--- src/rtl/pulse_sequencer.sv ---
// Pulse sequencer: runs P1 -> D1 -> P2 -> ACQ frames, rep_cfg times, driving DDS tuning/phase and TX/RX gates.
// Ports: start/abort control, frq_cfg/p*_len/acq_len/p2_phase/rep_cfg program (latched on start),
//        frq/phase to the DDS, tx_gate/rx_gate, busy/done status, rep_idx current repetition.
//
// The segment FSM runs one cycle ahead of the output registers: at the accepting edge the FSM
// already enters the first non-empty segment while the outputs show a single launch cycle
// (busy=1, gates low). Every output is therefore a flop fed from the current FSM state.

module pulse_sequencer #(
  parameter int CNT_W = 32
) (
  input  logic             clk,
  input  logic             rst,
  input  logic             start,
  input  logic             abort,
  input  logic [31:0]      frq_cfg,
  input  logic [CNT_W-1:0] p1_len,
  input  logic [CNT_W-1:0] d1_len,
  input  logic [CNT_W-1:0] p2_len,
  input  logic [CNT_W-1:0] acq_len,
  input  logic [1:0]       p2_phase,
  input  logic [15:0]      rep_cfg,
  output logic [31:0]      frq,
  output logic [1:0]       phase,
  output logic             tx_gate,
  output logic             rx_gate,
  output logic             busy,
  output logic             done,
  output logic [15:0]      rep_idx
);

  typedef enum logic [2:0] {
    IDLE = 3'd0,
    P1   = 3'd1,
    D1   = 3'd2,
    P2   = 3'd3,
    ACQ  = 3'd4
  } state_t;

  localparam logic [CNT_W-1:0] ONE = {{(CNT_W-1){1'b0}}, 1'b1};

  // Segment index 0..3 maps onto P1, D1, P2, ACQ.
  function automatic state_t seg_state(input logic [1:0] idx);
    case (idx)
      2'd0:    return P1;
      2'd1:    return D1;
      2'd2:    return P2;
      default: return ACQ;
    endcase
  endfunction

  state_t                  state, state_nxt;
  logic [CNT_W-1:0]        cnt, cnt_nxt;
  logic [3:0][CNT_W-1:0]   len_l, len_in, len_src;
  logic [15:0]             rep_l, rep_src, rep_eff, rep_cur;
  logic [15:0]             rep_int, rep_nxt;
  logic [1:0]              ph_l;
  logic                    fin, fin_nxt;
  logic                    accept, seg_end, more_reps;
  logic                    found_a, found_b;
  logic [1:0]              idx_a, idx_b;
  logic [2:0]              from_idx;

  logic [31:0]             frq_nxt;
  logic [1:0]              phase_nxt;
  logic                    tx_nxt, rx_nxt, busy_nxt, done_nxt;
  logic [15:0]             rep_idx_nxt;

  assign len_in = {acq_len, p2_len, d1_len, p1_len};

  always_comb begin
    // busy covers the launch cycle and the done cycle's predecessor, where the FSM is already IDLE.
    accept    = (state == IDLE) && !busy && start && !abort;
    len_src   = accept ? len_in : len_l;
    rep_src   = accept ? rep_cfg : rep_l;
    rep_eff   = (rep_src == 16'd0) ? 16'd1 : rep_src;
    rep_cur   = accept ? 16'd0 : rep_int;
    more_reps = ({1'b0, rep_cur} + 17'd1) < {1'b0, rep_eff};
    seg_end   = (state != IDLE) && (cnt == ONE);

    case (state)
      P1:      from_idx = 3'd1;
      D1:      from_idx = 3'd2;
      P2:      from_idx = 3'd3;
      ACQ:     from_idx = 3'd4;
      default: from_idx = 3'd0;
    endcase

    // found_a: next non-empty segment later in this frame; found_b: first non-empty segment of a frame.
    found_a = 1'b0;
    idx_a   = 2'd0;
    found_b = 1'b0;
    idx_b   = 2'd0;
    for (int i = 3; i >= 0; i--) begin
      if (len_src[i] != '0) begin
        if (3'(i) >= from_idx) begin
          found_a = 1'b1;
          idx_a   = 2'(i);
        end
        found_b = 1'b1;
        idx_b   = 2'(i);
      end
    end

    state_nxt = state;
    cnt_nxt   = cnt;
    rep_nxt   = accept ? 16'd0 : rep_int;
    fin_nxt   = 1'b0;

    if (state != IDLE && !seg_end) begin
      cnt_nxt = cnt - ONE;
    end

    // Empty segments are skipped within the same edge, so no idle cycle appears between segments.
    if (accept || seg_end) begin
      if (found_a) begin
        state_nxt = seg_state(idx_a);
        cnt_nxt   = len_src[idx_a];
      end else if (!accept && more_reps && found_b) begin
        state_nxt = seg_state(idx_b);
        cnt_nxt   = len_src[idx_b];
        rep_nxt   = rep_int + 16'd1;
      end else begin
        state_nxt = IDLE;
        cnt_nxt   = '0;
        fin_nxt   = 1'b1;
      end
    end

    // Output stage reflects the state the FSM held during this cycle.
    tx_nxt      = (state == P1) || (state == P2);
    rx_nxt      = (state == ACQ);
    busy_nxt    = (state != IDLE) || accept;
    done_nxt    = fin;
    frq_nxt     = accept ? frq_cfg : frq;
    rep_idx_nxt = accept ? 16'd0 : rep_int;
    phase_nxt   = phase;
    if (state == P1) begin
      phase_nxt = 2'b00;
    end else if (state == P2) begin
      phase_nxt = ph_l;
    end

    // Abort wins over everything; rep_int is resynchronised to the visible index so it holds in IDLE.
    if (abort) begin
      state_nxt   = IDLE;
      cnt_nxt     = '0;
      fin_nxt     = 1'b0;
      rep_nxt     = rep_idx;
      tx_nxt      = 1'b0;
      rx_nxt      = 1'b0;
      busy_nxt    = 1'b0;
      done_nxt    = 1'b0;
      rep_idx_nxt = rep_idx;
      phase_nxt   = phase;
    end
  end

  always_ff @(posedge clk or posedge rst) begin
    if (rst) begin
      state   <= IDLE;
      cnt     <= '0;
      rep_int <= '0;
      fin     <= 1'b0;
      len_l   <= '0;
      rep_l   <= '0;
      ph_l    <= '0;
      frq     <= '0;
      phase   <= '0;
      tx_gate <= 1'b0;
      rx_gate <= 1'b0;
      busy    <= 1'b0;
      done    <= 1'b0;
      rep_idx <= '0;
    end else begin
      state   <= state_nxt;
      cnt     <= cnt_nxt;
      rep_int <= rep_nxt;
      fin     <= fin_nxt;
      if (accept) begin
        len_l <= len_in;
        rep_l <= rep_cfg;
        ph_l  <= p2_phase;
      end
      frq     <= frq_nxt;
      phase   <= phase_nxt;
      tx_gate <= tx_nxt;
      rx_gate <= rx_nxt;
      busy    <= busy_nxt;
      done    <= done_nxt;
      rep_idx <= rep_idx_nxt;
    end
  end

endmodule

--- config.mk ---
export PLATFORM = sky130hd
export DESIGN_NAME = pulse_sequencer
export DESIGN_NICKNAME = d
export VERILOG_FILES = /design/src/rtl/pulse_sequencer.sv
export SDC_FILE = /design/constraint.sdc
export NUM_CORES = 1
export LEC_CHECK = 0
export BUFFER_PORTS_ARGS = -buffer_cell sky130_fd_sc_hd__buf_2
export CAP_MARGIN = 5
export CORE_UTILIZATION = 45
export DETAILED_ROUTE_END_ITERATION = 6
export GPL_ROUTABILITY_DRIVEN = 0
export PLACE_DENSITY = 0.66
export SLEW_MARGIN = 20
export SYNTH_ARGS = -nofsm -noshare
export SYNTH_HDL_FRONTEND = slang
export SYNTH_SLANG_ARGS = --single-unit
--- constraint.sdc ---
create_clock -name clk -period 8.15 [get_ports clk]
set_input_delay 0.4075 -clock clk [delete_from_list [all_inputs] [get_ports clk]]
set_output_delay 0.4075 -clock clk [all_outputs]
set_load 0.005 [all_outputs]
======== Word level (Yosys, flattened, before mapping) ========
Index checks and enable logic that the tools add are counted.
storage, ports and cells
  register bits ........................... 252
  output and inout bits ................... 54
  word-level logic and storage cells ...... 122
cells by class
  $add $sub $neg .......................... 3
  magnitude comparators ................... 7
  eq/ne operators ......................... 9
  mux-type cells .......................... 58
  bitwise operators ....................... 1
  reduce and logical (&&, ||, !) cells .... 27
operators by type and width
  cell                     count
  $mux W32                 7
  $bmux W32 S2             2
  $mux W128                1
  $reduce_bool A32 Y1      4
  $mux W16                 7
  $eq A32 B1 Y1 const B    1
  $sub A32 B1 Y32 const B  1
  $mux W2                  14
  $mux W1                  20
  $pmux W3 S3              2
  $add A16 B1 Y17 const B  1
  $lt A17 B16 Y1           1
  $add A16 B1 Y16 const B  1
  $logic_not A16 Y1        1
  $mux W3                  4
  $pmux W3 S4              1
  $logic_and A1 B1 Y1      7
  $eq A3 B2 Y1 const B     2
  $ge A1 B3 Y1 const A     2
  $ge A2 B3 Y1 const A     2
  $lt A2 B3 Y1 const B     2
  $reduce_bool A3 Y1       2
  $eq A2 B1 Y1 const B     2
  $eq A2 B2 Y1 const B     2
  9 further kinds          16

======== Logic depth before layout (Yosys ltp) ========
Gate-level depths: netlist (run 1).
  depth after elaboration ................. 18
  mapped depth ............................ 29
  mapped depth without buffers ............ 21

======== Worst setup path after synthesis (run 1) ========
No wires, ideal clock.
  path type ............................... input -> register
  start ................................... in abort
  end ..................................... reg cnt[16]
  library setup time ...................... 0.095 ns
  data arrival time ....................... 5.594 ns
  setup slack ............................. 2.461 ns
  cell stages on the path ................. 26
  path buffers ............................ 7
  path through ............................ clkbuf_1 -> or3_4 -> buf_6 -> clkbuf_1 -> clkbuf_1 -> clkbuf_1 -> buf_1 -> nand2_1 -> inv_1 -> ha_1 -> nand2_1 -> nor3_1 -> nand3_1 -> or3_1 -> a21oi_1 -> ha_1 -> a21oi_1 -> o21a_1 -> o211ai_1 -> o31ai_1 -> o311a_1 -> nand3_4 -> buf_6 -> a311oi_2 -> nor3_1 -> o31ai_1
RTL lines
  item                              RTL line  source
  start, declared                   15        input logic abort,
  $logic_not A1 Y1                  73        accept = (state == IDLE) && !busy && start && !abort;
  $logic_and A1 B1 Y1               73
  $mux W16                          77        rep_cur = accept ? 16'd0 : rep_int;
  named net rep_cur[1]              55        logic [15:0] rep_l, rep_src, rep_eff, rep_cur;
  $add A16 B1 Y17                   78        more_reps = ({1'b0, rep_cur} + 17'd1) < {1'b0, rep_eff};
  $lt A17 B16 Y1                    78
  $logic_and A1 B1 Y1 (2 in a row)  119       end else if (!accept && more_reps && found_b) begin
  $mux W32                          119
  $mux W32                          116       if (found_a) begin
  $mux W32                          115       if (accept || seg_end) begin
  $mux W32                          145       if (abort) begin
  end signal, assigned              177       cnt <= cnt_nxt;
  end, declared                     53        logic [CNT_W-1:0] cnt, cnt_nxt;
The timed path passes the listed nets, and every way through them passes these cells. The select of a mux whose other input is x is not followed.
A chain may end at the register's enable or synchronous reset.

======== Worst setup path after layout (run 1) ========
  start ................................... reg state[2]
  end ..................................... reg cnt[10]
RTL lines
  item                              RTL line  source
  start, declared                   52        state_t state, state_nxt;
  start signal, assigned            176       state <= state_nxt;
  $logic_not A3 Y1                  73
  $logic_and A1 B1 Y1 (3 in a row)  73
  $mux W16                          77
  named net rep_cur[0]              55
  $add A16 B1 Y17                   78
  $lt A17 B16 Y1                    78
  $logic_and A1 B1 Y1 (2 in a row)  119
  $mux W32                          119
  $mux W32                          116
  $mux W32                          115
  $mux W32                          145
The timed path passes the listed nets, and every way through them passes these cells. The select of a mux whose other input is x is not followed.

==> results of run 1 <==
==> stage by stage <==
stage | setup WS, ns | power (W)
3_5_place_dp | 2.26 | 0.00415
3_3_place_gp | 2.29 | 0.00410
6_report | 2.18 | 0.00555
4_1_cts | 2.28 | 0.00549
2_1_floorplan | 0.814 | 0.00340
5_1_grt | 1.71 | 0.00588
==> kinds of logic (layout without fill, tap and decap cells) <==
group	count (synthesis)	count (layout)	share of synthesized area [%]
adders and majority gates	21	21	1.84
DFF	252	252	44.2
xor gates and xnor gates	27	27	1.66
and+or+nand+nor	786	786	24.6
other	0	1	0
muxes	79	79	5.65
buffers and inverters	175	377	5.22
AOI/OAI and AO/OA	377	377	16.9
==> tightest hold or removal path: stages <==
cell and delay [ns]:
buf_2 0.07, nand2_1 0.04, nand2_1 0.04
==> flip-flops by register name, indices dropped and copies added (netlist names) <==
signal / flops
phase: 2
cnt: 32
tx_gate: 1
done: 1
len_l: 128
ph_l: 2
rx_gate: 1
fin: 1
rep_int: 16
rep_l: 16
busy: 1
state: 3
frq: 32
rep_idx: 16
==> worst max-delay path by stage <==
stage,from,endpoint,cells after the start
after CTS,state[2],cnt[10],20
after global routing,state[2],cnt[10],20
after detailed placement,start,cnt[10],21
final,state[2],cnt[10],20
after global placement,start,cnt[31],13
after floorplan,rst,busy,1
==> cells in the final DEF, fill, tap and decap left out, types with 13 or more instances in the layout <==
master and instances:
mux2i_1 76, buf_4 13, ha_1 21, nand4_1 21, a22oi_1 16, a22o_1 15, inv_1 70, nand3_1 24
buf_2 235, nor3_1 40, xnor2_1 15, clkbuf_16 28, a32oi_1 16, a21oi_1 116, dfrtp_1 252, a221oi_1 14
nand2_1 478, nor4_1 68, nor2_1 93, o21ai_0 105
==> power by group <==
part / switching, W / total, W / leakage [nW] / internal [W]
combinational: 0.00144 / 0.00217 / 4.65 / 0.000730
sequential: 0.000313 / 0.00205 / 3.20 / 0.00174
clock: 0.000551 / 0.00133 / 0.476 / 0.000784
total: 0.00230 / 0.00555 / 8.32 / 0.00325
==> metal layers <==
metal	vias up	global-route usage (%)	wire length (um)
li1	6393	-	-
met1	6696	42.3	20700
met2	743	46.1	21400
met3	137	5.80	4950
met4	0	12.5	2080
met5	-	0	0
==> final cells by class <==
| type | count | area [um^2] |
|---|---|---|
| clock buffers | 37 | 795 |
| flip-flops and latches | 252 | 6310 |
| fillers | 2910 | 14300 |
| diodes | 1 | 2.50 |
| well taps | 396 | 495 |
| multi-input cells | 1290 | 7230 |
| inverters | 76 | 293 |
| clock inverters | 14 | 175 |
| repair buffers | 250 | 1320 |
==> impl_metrics.ini, run 1 <==
[logic_synthesis]
synth_top_area_cell = dfrtp_1
ys_types = 77
synthTopCellsByArea = dfrtp_1 (44%), nand2_1 (13%), mux2i_1 (5.3%)
syn_nets = 1920
synth_area_um2 = 14300
syn_inst = 1717
yosysWarnings = 0
synth_seq_cells = 252
syn_area_per_cell_um2 = 8.31
yosysSeqAreaShare_pct = 44.2
yosysMostFrequentCell = nand2_1
synth_ff_type = dfrtp_1
synth_edf_count = 0
synth_top_area_share_pct = 44.2
async_reset_ff_share_pct = 100
synth.top_cells.by_count = nand2_1 (478), dfrtp_1 (252), a21oi_1 (116)

[timing]
min_period_ns = 5.97
finalMaxSlewViolations = 0
slew_headroom_pct = 20.7
setup-tns-final_ns = 0
finalHoldViolCount = 0
fin_crit_sh_pct = 73.3
rsz0062_at_grt = no
finClkSkew_ns = 0.0363
tightest_slew_ns = 1.19
max_freq_mhz = 167
setup_viol = 0
hold_ws_ns = 0.0495

[grt]
grt.total_usage_pct = 30.3
grt_first_pass_wirelength_um = 77300
antenna_found_initial = 1
overflow = 0
grt_pass1_vias = 13535
grt_max_degree = 136

[placed_design]
io_buffers = 235
post-place-cells = 2263
place_area_um2 = 15600
dpl.hpwl_um = 35500

[cts]
cts_resized = 0
clock_latency_ns = 0.57
cts_max_level = 1
post_cts_buffers = 0
clk_path_buf_depth = 3
cts_tree = built
cts_buffers = 28
cts_hold_buf = 0
cts_root_buffer = clkbuf_16
cts_sinks = 252
clk_pin_slew_worst_paths_ns = 0.07

[worst_hold_path]
min_to = frq[30]
hp-class = in2reg
holdCritStartpoint = frq_cfg[30]
whs_path_depth = 3

[die]
die_x_um = 180
rows = 64
dieArea_um2 = 32400
pin_count = 236
core_region_area_um2 = 30900
initial_utilization_pct = 46.1
dieHeight_um = 180

[setup_path]
start_kind = register
worstSetupEndpointType = register
rr_worst_depth = 20
slowest_delay_ns = 0.89
cp_slowest_cell = and3_1
crit_family = simple AND/OR/NAND/NOR gates
cp_max_fo = 58
arrival_ns = 6.44
critPathRequiredTime_ns = 8.62
path_buf_inv = 2
worstSetupPathType = reg2reg
worstPathCellList = or3_4 -> or3_4 -> nand2_1 -> inv_1 -> ha_1 -> nand2_1 -> nor3_1 -> nand3_1 -> or3_1 -> a21oi_1 -> ha_1 -> a21oi_1 -> o21a_1 -> o211ai_1 -> o31ai_1 -> o311a_1 -> and3_1 -> buf_4 -> a311oi_1 -> o311ai_1
regToRegSetupSlack_ns = 2.18
reg2reg_from = state[2]
r2r-end = cnt[10]

[final_layout]
final_cells = 2316
drive_gt1_share_pct = 17.4
nets = 2101
area_growth_pct = 16.5
fin_util_pct = 53.8
design_area_um2 = 16600

[route]
drt_iter0_markers = 1527
vias = 13969
wl_um = 49100
route.detailed.drc = 1
wl_per_cell_um = 21.2
dr.pass1.iters = 7
postRouteAntennaNets = 0
vias_per_cell = 6.03

[flow_run]
max_cap_viol_count = 0

[power_and_ir_drop]
ir_drop_uv = 210
powerDensity_nw_per_um2 = 334
leakagePower_nw = 8.32

[status]
outcome = finished, violations left
violations = design-rule violations
Note: power is estimated with default switching activity, not from simulation.
==> run 2, diff against run 1 <==
--- a/config.mk
+++ b/config.mk
@@ -10,7 +10,7 @@
 export CORE_UTILIZATION = 45
 export DETAILED_ROUTE_END_ITERATION = 6
 export GPL_ROUTABILITY_DRIVEN = 0
-export PLACE_DENSITY = 0.66
+export PLACE_DENSITY = 0.69
 export SLEW_MARGIN = 20
 export SYNTH_ARGS = -nofsm -noshare
 export SYNTH_HDL_FRONTEND = slang
==> constraint.sdc (replaced) <==
create_clock -name clk -period 5 [get_ports clk]
set_input_delay 0.25 -clock clk [delete_from_list [all_inputs] [get_ports clk]]
set_output_delay 0.25 -clock clk [all_outputs]
set_load 0.005 [all_outputs]
==> run 2 against run 1 <==
  * The run still ends with design-rule violations left
  * Hold slack worse by 0.035 ns
  * Clock skew is 0.0098 ns lower
  * Sequential share of layout area is 2.8 points lower
  * Highest routed layer unchanged
==> impl_metrics.ini, run 2 (synthesized netlist as in run 1, its figures left out) <==
[route]
wl_per_cell_um = 20.0
route.detailed.drc = 1
drt_iter0_markers = 1699
wl_um = 49300
postRouteAntennaNets = 0
dr.pass1.iters = 7
vias_per_cell = 5.93
vias = 14575

[timing]
slew_headroom_pct = 23.9
finalMaxSlewViolations = 0
rsz0062_at_grt = no
finalHoldViolCount = 0
min_period_ns = 4.69
finClkSkew_ns = 0.0265
max_freq_mhz = 213
setup-tns-final_ns = 0
setup_viol = 0
tightest_slew_ns = 1.14
fin_crit_sh_pct = 93.7
setup_ws_ns = 0.314

[worst_hold_path]
hp-class = in2reg
whs_path_depth = 3

[status]
violations = design-rule violations
outcome = finished, violations left

[grt]
overflow = 0
grt.total_usage_pct = 30.1
grt_pass1_vias = 14255
grt_util_met2_pct = 48.7
grt_first_pass_wirelength_um = 77600
grtUsageMet1_pct = 40.0
busiest_layer = met2
antenna_found_initial = 0
use_met3_pct = 5.76
grt_max_degree = 188

[final_layout]
drive_gt1_share_pct = 18.0
multi_input_area_um2 = 7230
top_regs = len_l x128, cnt x32, frq x32
nets = 2244
area_growth_pct = 25.9
largest_register_ffs = 128
seqCellArea_um2 = 6310
layout_common_cells = nand2_1 (477), dfrtp_1 (252), buf_2 (235)
antennaDiodeCount = 0
regMostFlops = len_l
final_common_cell = nand2_1
fillers = 2715

[cts]
clk_pin_slew_worst_paths_ns = 0.06
clk_path_buf_depth = 3
cts_tree = built
cts_sinks = 252
cts_max_level = 1
cts_root_buffer = clkbuf_16
cts_buffers = 28
clock_latency_ns = 0.56

[placed_design]
place_ws_ns = 0.243
io_buffers = 235
dpl.hpwl_um = 35300

[die]
dieArea_um2 = 32400
core_region_area_um2 = 30900
initial_utilization_pct = 46.1
pin_count = 236
dieHeight_um = 180
rows = 64
die_x_um = 180

[setup_path]
critPathLaunch = state[1]
reg2reg_from = state[1]
worstSetupEndpointType = register
cp_max_fo = 12
rr_worst_depth = 21
worstSetupPathType = reg2reg
r2r-end = cnt[18]
critPathRequiredTime_ns = 5.49
arrival_ns = 5.18
crit_end = cnt[18]
regToRegSetupSlack_ns = 0.31
start_kind = register

[power_and_ir_drop]
leakagePower_nw = 8.93
ir_drop_uv = 296
power_switching_w = 0.00367
pwr-share-seq_pct = 36.7
p_int_w = 0.00543
powerDensity_nw_per_um2 = 507
swShare_pct = 40.3
clkPwrFrac_pct = 23.6
comb_power_share_pct = 39.8

[flow_run]
max_cap_viol_count = 0
run 2: metal layers:
| layer | part of all wire (%) | up-vias |
|---|---|---|
| li1 | - | 6673 |
| met1 | 41 | 6965 |
| met2 | 46 | 772 |
| met3 | 8.7 | 165 |
| met4 | 4.3 | 0 |
| met5 | 0 | - |
run 2: worst min-delay path by stage:
stage | slack, ns | endpoint | from
finish | 0.01 | len_l[60] | d1_len[28]
global route | 0.005 | len_l[106] | acq_len[10]
CTS | 0.002 | len_l[101] | acq_len[5]
detailed placement | 0.45 | frq[31] | frq_cfg[31]
global placement | 0.44 | frq[27] | frq_cfg[27]
floorplan | 0.36 | frq[0] | frq_cfg[0]
run 2: metrics by stage:
stage / instance area (um^2) / cells / total power [W] / hold slack (ns) / util [%]
2_1_floorplan: 14300 / 1717 / 0.00554 / 0.355 / -
4_1_cts: 17900 / 2453 / 0.00900 / 0.00159 / 57.9
3_5_place_dp: 15900 / 2299 / 0.00678 / 0.447 / 51.4
3_3_place_gp: 15900 / 2299 / 0.00669 / 0.440 / 51.4
6_report: 18000 / 2457 / 0.00910 / 0.0145 / 58.1
5_1_grt: 18000 / 2457 / 0.00964 / 0.00463 / 58.1
run 2: power groups by stage:
stage	clock (W)	combinational, W	sequential, W
floorplan	0	0.00229	0.00325
global placement	0	0.00336	0.00332
detailed placement	0	0.00343	0.00335
CTS	0.00217	0.00351	0.00332
global route	0.00225	0.00397	0.00342
finish	0.00214	0.00362	0.00334
run 2: area by class of cell:
class / instances / share of cell area [%]
tap: 396 / 2.76
inverter: 76 / 1.61
multi-input combinational: 1290 / 40.3
timing repair buffer: 393 / 14.9
sequential: 252 / 35.1
clock buffer: 39 / 4.59
clock inverter: 11 / 0.781
run 2: what timing repair did:
action,CTS,global route
setup endpoints to repair,0,13
setup buffers,0,2
hold buffers,104,1
resized for setup,0,3
endpoints found under the hold margin,104,89
run 2: critical path, cell delays in order (launching register included):
cell and delay [ns]:
dfrtp_1 0.38, or3_4 0.44, or3_4 0.40, nand2_1 0.09, inv_1 0.06, ha_1 0.24
nand2_1 0.12, nor3_2 0.07, nand3_1 0.13, or3_1 0.12, a21oi_1 0.07, ha_1 0.37
a21oi_1 0.16, o21a_1 0.15, o211ai_1 0.10, o31ai_2 0.33, o311a_1 0.35, and3_2 0.32
buf_4 0.22, nand2_1 0.09, a311oi_1 0.27, a211o_1 0.15
==> run 3, diff against run 2 <==
--- a/config.mk
+++ b/config.mk
@@ -10,7 +10,7 @@
 export CORE_UTILIZATION = 45
 export DETAILED_ROUTE_END_ITERATION = 6
 export GPL_ROUTABILITY_DRIVEN = 0
-export PLACE_DENSITY = 0.69
+export PLACE_DENSITY = 0.66
 export SLEW_MARGIN = 20
 export SYNTH_ARGS = -nofsm -noshare
 export SYNTH_HDL_FRONTEND = slang
==> constraint.sdc (replaced) <==
create_clock -name clk -period 4.6 [get_ports clk]
set_input_delay 0.23 -clock clk [delete_from_list [all_inputs] [get_ports clk]]
set_output_delay 0.23 -clock clk [all_outputs]
set_load 0.005 [all_outputs]
==> run 3 against run 2 <==
  * The flow still finishes with violations (design-rule violations)
  * Sequential power increased by 8.7%
  * Combinational power is 9.7% higher
  * Sequential cell count is the same
  * Cell count grew 1.7%
  * Clock power grew 11%
  * Sequential share of layout area decreased by 0.97 points
  * Hold slack got worse by 0.00050 ns
  * Die area unchanged
  * Clock skew up 0.0019 ns
  * Routed wire length increased by 2.3%
  * Count of clock-buffer cells in the layout is 4 lower
==> impl_metrics.ini, run 3 (synthesized netlist as in run 1, its figures left out) <==
[setup_path]
path_buf_inv = 3
regToRegSetupSlack_ns = 0.21
critPathRequiredTime_ns = 5.10
worstSetupEndpointType = register
rr_worst_depth = 22
slowest_delay_ns = 0.44
crit_family = simple AND/OR/NAND/NOR gates
cp_slowest_cell = or3_4
worstPathCellList = or3_4 -> or3_4 -> nand2_4 -> inv_2 -> ha_4 -> nand2_4 -> nor3_4 -> nand3_2 -> xor2_1 -> nor2_1 -> ha_1 -> a21oi_2 -> o21a_1 -> o211ai_1 -> o31ai_2 -> o311a_1 -> buf_4 -> and3_1 -> buf_12 -> nand2_2 -> a311oi_1 -> a211o_1
start_kind = register
worstSetupPathType = reg2reg
cp_max_fo = 23
r2r-end = cnt[18]
arrival_ns = 4.88
reg2reg_from = state[2]

[flow_run]
max_cap_viol_count = 0

[placed_design]
post-place-cells = 2294
dpl.hpwl_um = 35500
io_buffers = 235

[route]
vias = 14668
vias_per_cell = 5.87
wl_per_cell_um = 20.2
wl_um = 50400
dr.pass1.iters = 7
route.detailed.drc = 4
postRouteAntennaNets = 0
drt_iter0_markers = 1829

[final_layout]
top_regs = len_l x128, cnt x32, frq x32
regMostFlops = len_l
final_cells = 2499
nets = 2283
drive_gt1_share_pct = 18.0
antennaDiodeCount = 0
area_growth_pct = 29.4
layout_common_cells = nand2_1 (472), dfrtp_1 (252), buf_2 (235)
final_common_cell = nand2_1
fin_util_pct = 59.7
fillers = 2677
largest_register_ffs = 128

[die]
initial_utilization_pct = 46.1
die_x_um = 180
dieArea_um2 = 32400
pin_count = 236
dieHeight_um = 180
core_region_area_um2 = 30900
rows = 64

[timing]
setup_viol = 0
rsz0062_at_grt = no
tightest_slew_ns = 1.17
finalMaxSlewViolations = 0
max_freq_mhz = 228
finalHoldViolCount = 0
min_period_ns = 4.39
slew_headroom_pct = 22.2
fin_crit_sh_pct = 95.4
finClkSkew_ns = 0.0284

[cts]
cts_sinks = 252
cts_tree = built
cts_max_level = 1
clk_pin_slew_worst_paths_ns = 0.06
clk_path_buf_depth = 3
cts_root_buffer = clkbuf_16
cts_buffers = 29
clock_latency_ns = 0.57

[power_and_ir_drop]
ir_drop_uv = 323
powerDensity_nw_per_um2 = 540
leakagePower_nw = 9.14

[worst_hold_path]
holdCritStartpoint = p2_len[20]
whs_path_depth = 3
hp-class = in2reg
min_to = len_l[84]

[grt]
overflow = 0
grt_pass1_vias = 14545
antenna_found_initial = 0
grt_max_degree = 116
grt.total_usage_pct = 30.9
grt_first_pass_wirelength_um = 79200

[status]
outcome = finished, violations left
violations = design-rule violations
-- run 3: cell types whose count changed in the layout (fill, tap and decap cells not counted), sizes merged --
cell,delta
clkinv,+3
inv,+3
dlygate4sd3,+45
clkinvlp,+2
buf,-7
clkbuf,-4
-- run 3: layout make-up --
class / instances / area, um^2 / area share (%)
flip-flops and latches: 252 / 6310 / 34.2
well taps: 396 / 495 / 2.68
inverters: 76 / 289 / 1.57
clock buffers: 35 / 778 / 4.22
repair buffers: 431 / 3110 / 16.9
multi-input cells: 1290 / 7280 / 39.5
clock inverters: 19 / 195 / 1.06
-- run 3: worst max path at each step --
stage / from / to / slack [ns] / cells past startpoint
finish: state[2] / cnt[18] / 0.21 / 22
global route: state[2] / cnt[5] / 0.009 / 22
CTS: state[2] / rep_int[10] / 0.09 / 21
detailed placement: state[2] / rep_int[5] / 0.14 / 21
global placement: state[2] / rep_int[10] / 0.33 / 21
floorplan: state[2] / cnt[16] / -0.14 / 27
-- run 3: worst reg2reg max path, delay by kind of cell, from the launching register on --
family | cells | cell delay [ns]
AND/OR/NAND/NOR | 9 | 1.51
adder cells (fa/ha/maj) | 2 | 0.48
flip-flops | 1 | 0.38
AO/OA/AOI/OAI | 7 | 1.44
buffers and inverters | 3 | 0.37
XOR/XNOR | 1 | 0.14
-- run 3: power by group --
group	total, W	switching, W	internal (W)
clock network	0.00237	0.000984	0.00138
registers	0.00363	0.000554	0.00308
logic	0.00397	0.00254	0.00143
-- run 3: stage by stage --
| stage | hold WS (ns) | total power (W) | worst slack (ns) | setup TNS (ns) | cell area [um^2] |
|---|---|---|---|---|---|
| floorplan | 0.335 | 0.00605 | -0.135 | -0.213 | 14400 |
| global placement | 0.421 | 0.00730 | 0.333 | 0 | 16000 |
| detailed placement | 0.423 | 0.00739 | 0.135 | 0 | 16000 |
| CTS | 0.00132 | 0.00989 | 0.0904 | 0 | 18400 |
| global route | 0.00250 | 0.0106 | 0.00890 | 0 | 18500 |
| finish | 0.0140 | 0.00996 | 0.212 | 0 | 18500 |
-- run 3: what timing repair did --
| item | CTS | global route |
|---|---|---|
| endpoints found under the setup margin | 0 | 17 |
| resized for setup | 0 | 4 |
| setup buffers | 0 | 1 |
| endpoints found under the hold margin | 185 | 1 |
| hold buffers | 149 | 1 |
-- run 3: per-layer routing --
| metal | vias to the layer above | GRT usage [%] | share of wire (%) |
|---|---|---|---|
| li1 | 6764 | - | - |
| met1 | 7002 | 40.8 | 42 |
| met2 | 750 | 49.8 | 45 |
| met3 | 152 | 5.86 | 8.5 |
| met4 | 0 | 13.5 | 4.5 |
| met5 | - | 0 | 0 |
